===== config.mk =====
export PLATFORM = sky130hd
export DESIGN_NAME = event_led_stretcher
export DESIGN_NICKNAME = d
export VERILOG_FILES = /design/src/rtl/event_led_stretcher.sv
export SDC_FILE = /design/constraint.sdc
export NUM_CORES = 1
export LEC_CHECK = 0
export ABC_CLOCK_PERIOD_IN_PS = 1820
export BUFFER_PORTS_ARGS = -buffer_cell sky130_fd_sc_hd__buf_2
export CAP_MARGIN = 20
export CORE_MARGIN = 2
export CORE_UTILIZATION = 50
export DETAILED_ROUTE_END_ITERATION = 10
export GPL_ROUTABILITY_DRIVEN = 0
export PLACE_DENSITY = 0.7
export SLEW_MARGIN = 20
export SYNTH_ARGS = -nofsm -noshare
export SYNTH_HDL_FRONTEND = slang
export SYNTH_SLANG_ARGS = --single-unit

===== constraint.sdc =====
create_clock -name i_Clk -period 1.82 [get_ports i_Clk]
set_input_delay 0.182 -clock i_Clk [delete_from_list [all_inputs] [get_ports i_Clk]]
set_output_delay 0.182 -clock i_Clk [all_outputs]
set_load 0.05 [all_outputs]

===== src/rtl/event_led_stretcher.sv =====
// rtl/event_led_stretcher.sv - turns short event strobes into fixed-length, human-visible LED blinks
// Optional feature macro: STRETCH_RETRIGGER_EN (an edge during ON extends the blink instead of queueing)
module event_led_stretcher #(
  parameter int HOLD_LIMIT = 250000,
  parameter int GAP_LIMIT  = 125000,
  parameter int PEND_W     = 4
) (
  input  logic              i_Clk,
  input  logic              i_Rst_n,
  input  logic              i_Event,
  input  logic              i_Clear,
  output logic              o_LED,
  output logic              o_Busy,
  output logic [PEND_W-1:0] o_Pending,
  output logic              o_Overflow
);

  typedef enum logic [1:0] {ST_IDLE, ST_ON, ST_GAP} state_t;

  localparam logic [24:0]       HOLD_LAST = 25'(HOLD_LIMIT - 1);
  localparam logic [24:0]       GAP_LAST  = 25'(GAP_LIMIT - 1);
  localparam logic [PEND_W-1:0] PEND_MAX  = '1;
  localparam logic [PEND_W-1:0] PEND_ONE  = PEND_W'(1);

  state_t            state_q, state_d;
  logic [24:0]       cnt_q, cnt_d;
  logic [PEND_W-1:0] pend_q, pend_d;
  logic              ovf_q, ovf_d;
  logic              event_dly_q, event_dly_d;

  logic [PEND_W-1:0] pend_base;
  logic              edge_det;
  logic              retrig;
  logic              queue_edge;
  logic              consume;

  always_ff @(posedge i_Clk) begin
    if (!i_Rst_n) begin
      state_q     <= ST_IDLE;
      cnt_q       <= '0;
      pend_q      <= '0;
      ovf_q       <= 1'b0;
      // Starts high so a level already asserted at reset release is not an edge
      event_dly_q <= 1'b1;
    end else begin
      state_q     <= state_d;
      cnt_q       <= cnt_d;
      pend_q      <= pend_d;
      ovf_q       <= ovf_d;
      event_dly_q <= event_dly_d;
    end
  end

  always_comb begin
    state_d     = state_q;
    cnt_d       = cnt_q;
    event_dly_d = i_Event;
    edge_det    = i_Event & ~event_dly_q;
    pend_base   = i_Clear ? '0 : pend_q;
    consume     = 1'b0;
    retrig      = 1'b0;
`ifdef STRETCH_RETRIGGER_EN
    retrig      = edge_det && (state_q == ST_ON);
`endif
    queue_edge  = edge_det & ~retrig;

    case (state_q)
      ST_IDLE: begin
        if (pend_base != '0) begin
          consume = 1'b1;
          cnt_d   = '0;
          state_d = ST_ON;
        end
      end
      ST_ON: begin
        if (retrig) begin
          cnt_d = '0;
        end else if (cnt_q == HOLD_LAST) begin
          cnt_d   = '0;
          state_d = ST_GAP;
        end else begin
          cnt_d = cnt_q + 25'd1;
        end
      end
      ST_GAP: begin
        if (cnt_q == GAP_LAST) begin
          cnt_d = '0;
          // Chain straight into the next blink so no IDLE cycle separates them
          if (pend_base != '0) begin
            consume = 1'b1;
            state_d = ST_ON;
          end else begin
            state_d = ST_IDLE;
          end
        end else begin
          cnt_d = cnt_q + 25'd1;
        end
      end
      default: begin
        state_d = ST_IDLE;
        cnt_d   = '0;
      end
    endcase

    pend_d = pend_base;
    ovf_d  = i_Clear ? 1'b0 : ovf_q;
    if (queue_edge && !consume) begin
      if (pend_base == PEND_MAX) begin
        ovf_d = 1'b1;
      end else begin
        pend_d = pend_base + PEND_ONE;
      end
    end else if (!queue_edge && consume) begin
      pend_d = pend_base - PEND_ONE;
    end
  end

  assign o_LED      = (state_q == ST_ON);
  assign o_Busy     = (state_q != ST_IDLE) || (pend_q != '0);
  assign o_Pending  = pend_q;
  assign o_Overflow = ovf_q;

endmodule

## Word level (Yosys, flattened, before mapping)

Cells that the tools add are included.

- Register bits: 33
- Latch bits: 0
- Memory bits (writable): 0
- Bits in read-only memories: 0
- Input port bits: 4
- Output and inout port bits: 7
- Word-level logic and storage cells: 47
- Memories kept: 0

- Add/sub/neg operators: 3
- Multipliers: 0
- Div/mod/pow operators: 0
- Magnitude comparators: 0
- Equal/unequal tests: 8
- Shifts and indexed selects: 0
- Muxes and demuxes: 19
- Bitwise gates (word level): 2
- Reductions and logical operators: 10

Operators by type and width:

| kind | count |
|---|---|
| two-way mux 25 bit | 3 |
| case mux 25 bit (3 select lines) | 1 |
| adder 25 x 1 -> 25 bit, second input constant | 1 |
| equality test 25 x 17 -> 1 bit, second input constant | 1 |
| equality test 25 x 18 -> 1 bit, second input constant | 1 |
| two-way mux 4 bit | 4 |
| nonzero test 4 bit | 2 |
| two-way mux 1 bit | 6 |
| two-way mux 2 bit | 3 |
| case mux 2 bit (3 select lines) | 1 |
| adder 4 x 1 -> 4 bit, second input constant | 1 |
| equality test 4 bit, second input constant | 1 |
| != test 2 bit, second input constant | 2 |
| subtractor 4 x 1 -> 4 bit, second input constant | 1 |
| AND reduction 3 bit | 1 |
| equality test 2 x 1 -> 1 bit, second input constant | 1 |
| equality test 2 bit, second input constant | 1 |
| logical AND 1 bit | 2 |
| logical NOT 1 bit | 2 |
| logical NOT 2 bit | 1 |
| != test 2 x 1 -> 1 bit, second input constant | 1 |
| case mux 1 bit (2 select lines) | 1 |
| nonzero test 2 bit | 1 |
| AND 1 bit | 1 |
| 2 further kinds | 2 |

## Logic depth before layout (Yosys ltp)

- Word-level depth: 8
- Depth in mapped cells: 9
- Gate-level depth less buffers: 9

## Worst setup path after synthesis

Ideal clock, no wire load.

- Path kind: reg2reg
- Start: reg pend_q[1], in the netlist o_Pending[1]
- End: reg cnt_q[15]
- Library setup time: 0.076 ns
- Arrival: 2.202 ns
- Data required time: 1.744 ns
- Setup slack: -0.458 ns
- Cell stages (with the launch flop): 10
- Path buffers: 1
- Clock period less this slack: 2.278 ns
- Cells stage by stage: dfxtp_1 and2b_1 inv_1 ha_1 and3_1 buf_6 nor2_8 nand3_1 or3b_1 a31oi_1

- Cells in the longest elaborated chain, start to end: 3

Ends and longest elaborated chain:

| what | line | source |
|---|---|---|
| from (decl) | 27 | `logic [PEND_W-1:0] pend_q, pend_d;` |
| from (signal assigned) | 48 | `pend_q <= pend_d;` |
| two-way mux 4 bit | 59 | `pend_base = i_Clear ? '0 : pend_q;` |
| nonzero test 4 bit | 69 | `if (pend_base != '0) begin` |
| != test 2 bit (no source line) | n/a |  |
| to (signal assigned) | 47 | `cnt_q <= cnt_d;` |
| to (decl) | 26 | `logic [24:0] cnt_q, cnt_d;` |

No other way between the ends.
A chain may end at the register's enable or synchronous reset.

## Worst setup path after layout

- Start: reg cnt_q[1]
- End: reg pend_q[3], in the netlist o_Pending[3]

- Cells in the longest elaborated chain, start to end: 6
- Elaborated cells between the ends (all ways): 8

Ends and longest elaborated chain:

| what | line | source |
|---|---|---|
| equality test 25 x 17 -> 1 bit (*) | 86 | `if (cnt_q == GAP_LAST) begin` |
| two-way mux 1 bit (*) | 86 |  |
| case mux 1 bit (2 select lines) (*) | 67 | `case (state_q)` |
| logical AND 1 bit / logical NOT 1 bit (equally long branches) | 113, 107 |  |
| two-way mux 4 bit / logical AND 1 bit (equally long branches) | 113, 107 |  |
| two-way mux 4 bit (*) | 107 | `if (queue_edge && !consume) begin` |

Mark *: on every way between the ends. The rest lies on a longest branch, timed or not.

==> metrics.yaml <==
job:
  max-cap-violations: 0
route:
  wl_per_cell_um: 13.8
  drt-vias-per-instance: 5.60
  first_pass_iters: 4
  wl_um: 4620
  drcViolationCount: 0
  num_vias: 1883
  ant_nets: 0
  drtIter0Drc: 104
pwr:
  p_leak_nw: 1.09
  power.total_mw: 2.96
  irDropWorstVdd_mv: 0.788
  p_per_area_nw_per_um2: 1150
final_layout:
  stdcell_area_um2: 2590
  multi_input_area_um2: 1350
  finalNonFillerCells: 336
  diodes: 0
  area_growth_pct: 30.9
  drive_above_1_share_pct: 31.9
  regArea_um2: 672
  fin_nets: 298
  fillCellCount: 317
timing:
  max_freq_mhz: 552
  tns_ps: 0
  relSlewSlack_pct: 70.8
  fin_crit_sh_pct: 99.6
  report.final.slew_viol_count: 0
  setup_violations: 0
  fin_worst_skew_ps: 7.59
  rsz0062_at_grt: "true"
  worstMarginPinSlew_ps: 438
  min_period_ps: 1810
  hold_violations: 0
clock_network:
  cts_buffer_depth: 2
  clkSinkCount: 33
  htreeDepth: 2
  numCtsBuffers: 5
  clock-root-buffer: "clkbuf_8"
  insertion_delay_ps: 280
  cts.clk_slew.worst_paths_ps: 70
  cts_tree: "yes"
setup_path:
  worstSetupStartpointType: "register"
  rrSetupSlack_ps: 8
  critPathLaunch: "cnt_q[1]"
  cp-end-kind: "register"
  crit_fanout: 4
  endpoint: "o_Pending[3]"
  reg2reg_to: "o_Pending[3]"
  arrival_ps: 1980
  rr_worst_depth: 7
  cp.required_ps: 1990
  worstSetupPathType: "register to register"
  r2r_start: "cnt_q[1]"
floorplan:
  core_um2: 3740
  die_area_um2: 4480
  initial_core_util_pct: 52.8
  die_w_um: 66.9
  die_h_um: 66.9
  num_rows: 22
  ios: 11
grt:
  grt_usage_pct: 23.5
  gr-total-overflow: 0
  grt_pass1_vias: 1799
  grt_max_degree: 19
  grt_pass1_wl_um: 7940
  grt_antenna_before_repair: 0
yosys:
  ys_seq_elements: 33
  yosysSeqAreaShare_pct: 33.4
  yosys-top-cells-area: "dfxtp_1 33%, nand3_1 6.3%, xor2_1 5.8%"
  synth_top_area_share_pct: 33.4
  yosys.area.top_type: "dfxtp_1"
  ys_warn_count: 0
  postSynthAreaPerCell_um2: 8.24
  synth_common_cells: "33 x dfxtp_1, 28 x nor2_1, 25 x nand3_1"
  syn-num-nets: 251
  synthArstFlopShare_pct: 0
  synth_edf_count: 0
  synth_area_um2: 1980
  ys_types: 52
  synth_cells: 240
  synth_ff_type: "dfxtp_1"
  yosysMostFrequentCell: "dfxtp_1"
status:
  status: "finished, final reports clean"
placed_design:
  dp_cells: 323
  placed_area_um2: 2320
  io_buffers: 10
  dp_hpwl_um: 3320
min_path:
  hp-start: "i_Event"
  hp-class: "input pin to register"
layout by cell type, fill, tap and decap left out, drive strengths merged, types with 5 or more instances in the layout:
master	netlist	final
nor2	29	29
nor4	7	7
nand2	24	24
xor2	13	13
nand3	25	25
o21ai	5	5
buf	5	48
and3	9	9
nor3	5	5
dfxtp	33	33
ha	7	7
a21oi	10	10
clkbuf	3	7
inv	9	9
nand4	11	11
where the power goes:
part / switching [mW] / internal (mW)
clock: 0.273 / 0.447
sequential: 0.0554 / 0.779
combinational: 0.876 / 0.535
critical path: stages, from the launching register on:
cell and delay (ps):
dfxtp_2 360, ha_4 140, nand4b_1 100, nor4bb_2 360
and2_4 240, nand3_1 100, a221oi_1 320, nor4_1 90
logic make-up (layout without fill, tap and decap cells):
kind of cell	Yosys count	after routing	share of synthesized area, %
xor+xnor	17	17	7.53
buf+inv	18	66	4.30
compound gates	30	30	11.2
flops	33	33	33.4
mux	3	3	1.52
fa+ha+maj	7	7	4.43
simple gates	132	132	37.6
state kept, by name (all words and copies together) (netlist names):
register and flops:
o_Pending 4, state_q 2, o_Overflow 1, event_dly_q 1
cnt_q 25
cell type report:
class                      instances  share of cell area [%]
sequential                        33                    26.0
inverter                          10                    1.45
timing repair buffer              48                    13.7
tap                               48                    2.32
clock inverter                     1                    1.16
clock buffer                       7                    3.33
multi-input combinational        189                    52.1
routing by layer:
layer | global-route usage, % | up-vias | share of wire [%] | routed length (um)
li1 | - | 957 | - | -
met1 | 30.8 | 884 | 47 | 2190
met2 | 38.1 | 39 | 47 | 2170
met3 | 5.41 | 3 | 5.1 | 237
met4 | 7.14 | 0 | 0.45 | 21
met5 | 0 | - | 0 | 0
metrics by stage:
stage                     utilization [%]  hold WS [ps]  setup WS (ps)
final                                69.2           111           7.98
after global routing                 69.2           108           -113
after CTS                            66.2           108          -3.16
after detailed placement             61.9           398          -65.1
after global placement               61.9           393          -53.7
after floorplan                         -           283          -83.1
what timing repair did:
action | CTS | global route
pin swaps | 3 | 8
resized for setup | 7 | 20
endpoints found under the setup margin | 29 | 29
hold endpoints to repair | 0 | 0
hold buffers | 0 | 0
buffers inserted | 1 | 4
worst min-delay path by stage:
| stage | endpoint | slack, ps | depth (start not counted) |
|---|---|---|---|
| 4_1_cts | event_dly_q | 110 | 2 |
| 3_3_place_gp | event_dly_q | 390 | 2 |
| 5_1_grt | event_dly_q | 110 | 2 |
| 2_1_floorplan | event_dly_q | 280 | 1 |
| 6_report | event_dly_q | 110 | 2 |
| 3_5_place_dp | event_dly_q | 400 | 2 |
Note: power is estimated with default switching activity, not from simulation.
